### src/rtl/axi4_lite_master.sv
// AXI4-Lite initiator. A single-command request/response port is turned into
// AXI4-Lite read or write transactions, with at most one transaction in
// flight. AW and W are issued together and complete independently; the result
// comes back on a one-cycle response strobe, and the response fields then hold
// until the next response.
//
// state        | meaning
// -------------+----------------------------------------------------------
// IDLE         | no transaction in flight, cmd_ready high
// WR_ADDR_DATA | AW and/or W still waiting for their handshakes
// WR_RESP      | both write handshakes done, BREADY high, waiting on BVALID
// RD_ADDR      | ARVALID high, waiting on ARREADY
// RD_DATA      | RREADY high, waiting on RVALID
module axi4_lite_master #(
    parameter int DATA_WIDTH    = 32,
    parameter int ADDRESS_WIDTH = 32
) (
    input  logic                      ACLK,
    input  logic                      ARESETn,

    input  logic                      cmd_valid,
    output logic                      cmd_ready,
    input  logic                      cmd_write,
    input  logic [ADDRESS_WIDTH-1:0]  cmd_addr,
    input  logic [DATA_WIDTH-1:0]     cmd_wdata,
    input  logic [DATA_WIDTH/8-1:0]   cmd_wstrb,

    output logic                      rsp_valid,
    output logic                      rsp_write,
    output logic [DATA_WIDTH-1:0]     rsp_rdata,
    output logic [1:0]                rsp_resp,

    output logic [ADDRESS_WIDTH-1:0]  AWADDR,
    output logic                      AWVALID,
    input  logic                      AWREADY,
    output logic [DATA_WIDTH-1:0]     WDATA,
    output logic [DATA_WIDTH/8-1:0]   WSTRB,
    output logic                      WVALID,
    input  logic                      WREADY,
    input  logic [1:0]                BRESP,
    input  logic                      BVALID,
    output logic                      BREADY,
    output logic [ADDRESS_WIDTH-1:0]  ARADDR,
    output logic                      ARVALID,
    input  logic                      ARREADY,
    input  logic [DATA_WIDTH-1:0]     RDATA,
    input  logic [1:0]                RRESP,
    input  logic                      RVALID,
    output logic                      RREADY
);

    typedef enum logic [2:0] {
        IDLE,
        WR_ADDR_DATA,
        WR_RESP,
        RD_ADDR,
        RD_DATA
    } state_t;

    state_t state;

    // A command is only taken when nothing is in flight.
    assign cmd_ready = (state == IDLE);

    // Transaction sequencer: state, registered AXI controls and response capture.
    always_ff @(posedge ACLK or negedge ARESETn) begin
        if (!ARESETn) begin
            state     <= IDLE;
            AWADDR    <= '0;
            AWVALID   <= 1'b0;
            WDATA     <= '0;
            WSTRB     <= '0;
            WVALID    <= 1'b0;
            BREADY    <= 1'b0;
            ARADDR    <= '0;
            ARVALID   <= 1'b0;
            RREADY    <= 1'b0;
            rsp_valid <= 1'b0;
            rsp_write <= 1'b0;
            rsp_rdata <= '0;
            rsp_resp  <= 2'b00;
        end else begin
            // The strobe is a single cycle; the response fields themselves hold.
            rsp_valid <= 1'b0;

            case (state)
                IDLE: begin
                    if (cmd_valid) begin
                        if (cmd_write) begin
                            AWADDR  <= cmd_addr;
                            WDATA   <= cmd_wdata;
                            WSTRB   <= cmd_wstrb;
                            AWVALID <= 1'b1;
                            WVALID  <= 1'b1;
                            state   <= WR_ADDR_DATA;
                        end else begin
                            ARADDR  <= cmd_addr;
                            ARVALID <= 1'b1;
                            state   <= RD_ADDR;
                        end
                    end
                end

                WR_ADDR_DATA: begin
                    if (AWVALID && AWREADY) begin
                        AWVALID <= 1'b0;
                    end
                    if (WVALID && WREADY) begin
                        WVALID <= 1'b0;
                    end
                    // A channel whose VALID is already low has completed its
                    // handshake, so each channel counts as done when its VALID
                    // is low or is being accepted right now.
                    if ((!AWVALID || AWREADY) && (!WVALID || WREADY)) begin
                        BREADY <= 1'b1;
                        state  <= WR_RESP;
                    end
                end

                WR_RESP: begin
                    if (BVALID) begin
                        BREADY    <= 1'b0;
                        rsp_valid <= 1'b1;
                        rsp_write <= 1'b1;
                        rsp_rdata <= '0;
                        rsp_resp  <= BRESP;
                        state     <= IDLE;
                    end
                end

                RD_ADDR: begin
                    if (ARREADY) begin
                        ARVALID <= 1'b0;
                        RREADY  <= 1'b1;
                        state   <= RD_DATA;
                    end
                end

                RD_DATA: begin
                    if (RVALID) begin
                        RREADY    <= 1'b0;
                        rsp_valid <= 1'b1;
                        rsp_write <= 1'b0;
                        rsp_rdata <= RDATA;
                        rsp_resp  <= RRESP;
                        state     <= IDLE;
                    end
                end

                default: begin
                    state <= IDLE;
                end
            endcase
        end
    end

endmodule

### config.mk
export PLATFORM = sky130hd
export DESIGN_NAME = axi4_lite_master
export DESIGN_NICKNAME = d
export VERILOG_FILES = /design/src/rtl/axi4_lite_master.sv
export SDC_FILE = /design/constraint.sdc
export NUM_CORES = 1
export LEC_CHECK = 0
export CAP_MARGIN = 30
export CELL_PAD_IN_SITES_DETAIL_PLACEMENT = 0
export CELL_PAD_IN_SITES_GLOBAL_PLACEMENT = 1
export CORE_UTILIZATION = 32
export DETAILED_ROUTE_END_ITERATION = 10
export GPL_TIMING_DRIVEN = 0
export PLACE_DENSITY_LB_ADDON = 0.1
export REMOVE_ABC_BUFFERS = 1
export SETUP_SLACK_MARGIN = 0.3
export SLEW_MARGIN = 10
export SYNTH_ARGS = -nofsm -noshare
export SYNTH_HDL_FRONTEND = slang
export SYNTH_SLANG_ARGS = --single-unit
### constraint.sdc
create_clock -name ACLK -period 2.1 [get_ports ACLK]
set_input_delay 0.315 -clock ACLK [delete_from_list [all_inputs] [get_ports ACLK]]
set_output_delay 0.315 -clock ACLK [all_outputs]
set_load 0.02 [all_outputs]
==> flow_summary.toml <==
[yosys]
synth_area_um2 = 5460
synth-async-reset-ratio_pct = 100
synth_edf_count = 0
synth.avg_cell_area_um2 = 15.9
synth_seq_cells = 144
synthCells = 343
ys_top_cells_by_area = "dfrtp_1 (66%), mux2_1 (16%), a22o_1 (5.1%)"
synth_seq_area_share_pct = 66.0
synth_warnings = 0
ys.flop_type = "dfrtp_1"
yosysUniqueCellTypes = 34
synth_top_area_cell = "dfrtp_1"
synth_top_area_share_pct = 66.0

[pwr]
p_sw_mw = 4.83
power.internal_mw = 9.46
sequentialPowerShare_pct = 32.9
p_sw_share_pct = 33.8
p_clk_share_pct = 22.2
power_density_nw_per_um2 = 1570
leakagePower_nw = 3.87
ir_worst_vdd_mv = 0.624
comb_power_share_pct = 44.9

[drt]
vias = 3850
drtIter0Drc = 92
viasPerCell = 4.55
detail-route-antenna-nets = 0
drt_pass1_iterations = 4
wl_per_cell_um = 16.8
totalWireLength_um = 14300
drcViolationCount = 0

[timing]
tightest_slew_ns = 0.508
grt_setup_unrepaired = "false"
setup_viol = 0
fmax_ghz = 0.578
fin_crit_sh_pct = 82.4
whs_ns = 0.435
fin_setup_tns_ns = 0
slew_viol_final = 0
period_needed_ns = 1.73
relSlewSlack_pct = 66.1
hold_viol_final = 0
skew_ns = 0.00587

[grt]
groute.layer.met2.usage_pct = 25.9
grt_pass1_wl_um = 22400
antenna_found_initial = 0
grt_use_total_pct = 16.6
overflow = 0
met3_usage_pct = 5.98
grt_use_met1_pct = 21.0
grt_pass1_vias = 4083
grt-busiest-layer = "met2"
grt_max_degree = 81

[die]
die_x_um = 133
io-pin-count = 255
die_y_um = 133
coreArea_um2 = 16600
rows = 47
dieArea_um2 = 17600
start_util_pct = 32.8

[setup_path]
worst-path-buf-inv = 1
slowest_stage = "clkdlybuf4s50_1"
regToRegEndpoint = "rsp_rdata[16]"
r2r_cells = 5
cp-start-kind = "flop"
timing.rr.start = "state[0]"
reg2reg_slack_ns = 0.39
crit_family = "buffers and inverters"
worstPathRequired_ns = 1.78
cp_cell_sequence = "clkdlybuf4s50_1"
path_max_fanout = 2
path_class = "reg2out"
crit_path_max_incr_delay_ns = 0.66
worstPathArrival_ns = 1.42
end_kind = "output pin"

[clock_network]
cts.path.max_buffers = 2
root_buffer = "clkbuf_16"
cts_max_level = 4
worstSkewPairLatency_ns = 0.41
cts_tree = "built"
cts_buffers = 17
clk_pin_slew_ns = 0.06
cts.sinks = 144

[layout]
fin_area_um2 = 9100
mostFrequentLayoutCells = "clkdlybuf4s50_1 (251), dfrtp_1 (141), mux2_1 (77), a22o_1 (32), mux2_2 (24)"
diodes = 0
fin_cells = 847
finalNetCount = 727
area_delta_synth_final_pct = 66.8
layout_commonest_cell = "clkdlybuf4s50_1"
drive_gt1_share_pct = 13.4

[place]
dp_cells = 801
place_area_um2 = 8270
dpl.hpwl_um = 9730
port_buffers = 254
routabilityCongestion = 0.724

[flow_run]
max-cap-violations = 0

[worst_hold_path]
hold_path.class = "in2async"

[run_status]
status = "finished, final reports clean"
-- synthesized netlist by cell type (2+ instances only) --
cell        n
a21o_1      2
a22o_1     32
buf_1       2
buf_2       8
buf_6       7
clkbuf_1    3
dfrtp_1   144
inv_1       3
mux2_1     77
mux2_2     24
nand2_1     5
nand2b_1    2
nor2_1      6
nor3_1      3
nor3b_1     2
o21ai_0     2
o22ai_1     2
or4b_1      2
or4bb_1     2
-- cells by family after synthesis --
logic type / count (synthesis) / synth area share, %
buffers and inverters: 24 / 2.86
AOI/OAI and AO/OA: 44 / 6.67
and+or+nand+nor: 30 / 3.64
muxes: 101 / 20.8
DFF: 144 / 66.0
-- worst register-to-register path, cell delays in order (launching register included) --
cell	delay, ns
dfrtp_2	0.48
and4bb_4	0.52
buf_16	0.20
nor2_4	0.07
buf_8	0.15
a22o_1	0.19
-- per-layer routing --
metal	share of wire, %	vias to the layer above
met5	0	-
met4	1.6	0
met3	7.6	17
met2	48	164
met1	43	1874
li1	-	1795
-- state kept, by name, indices dropped and copies added, names as in the netlist, 2 cells and up --
name and count:
ARADDR 32, state 3, WSTRB 4, rsp_rdata 32, AWADDR 32, rsp_resp 2
WDATA 32
-- worst max-delay path by stage --
stage                    start       endpoint  depth (start not counted)
floorplan             state[1]      AWADDR[0]                          3
global placement       ARESETn  rsp_rdata[10]                          1
detailed placement      RVALID  rsp_rdata[16]                          6
CTS                   state[2]     AWADDR[10]                          4
global route          state[1]      cmd_ready                          3
finish              ARADDR[26]     ARADDR[26]                          1
-- power groups by stage --
| stage | Combinational [mW] | Sequential (mW) | Clock, mW |
|---|---|---|---|
| after CTS | 6.33 | 4.74 | 3.27 |
| after floorplan | 1.35 | 6.26 | 0 |
| final | 6.42 | 4.70 | 3.18 |
| after detailed placement | 6.26 | 4.75 | 0 |
| after global routing | 6.79 | 4.89 | 3.39 |
| after global placement | 6.14 | 4.72 | 0 |
-- metrics by stage --
step / power (mW) / setup WS [ns] / util, %
floorplan: 7.61 / -1.17 / -
global placement: 10.9 / -5.02 / 48.9
detailed placement: 11.0 / -0.409 / 49.7
CTS: 14.3 / 0.251 / 53.9
global route: 15.1 / 0.311 / 54.7
finish: 14.3 / 0.369 / 54.7
-- timing repair --
action / 4_1_cts / 5_1_grt
endpoints found under the setup margin: 121 / 91
hold buffers: 1 / 0
buffers inserted: 3 / 7
pin swaps: 3 / 2
resized for setup: 12 / 4
gates cloned: 0 / 3
hold endpoints to repair: 64 / 0
-- final cells by class --
class	count	area, um2
tap	220	275
clock inverter	13	186
clock buffer	19	443
timing repair buffer	273	2850
sequential	144	3610
multi-input combinational	175	1730
inverter	3	11.3
fill	1377	7540
Note: power is estimated with default switching activity, not from simulation.
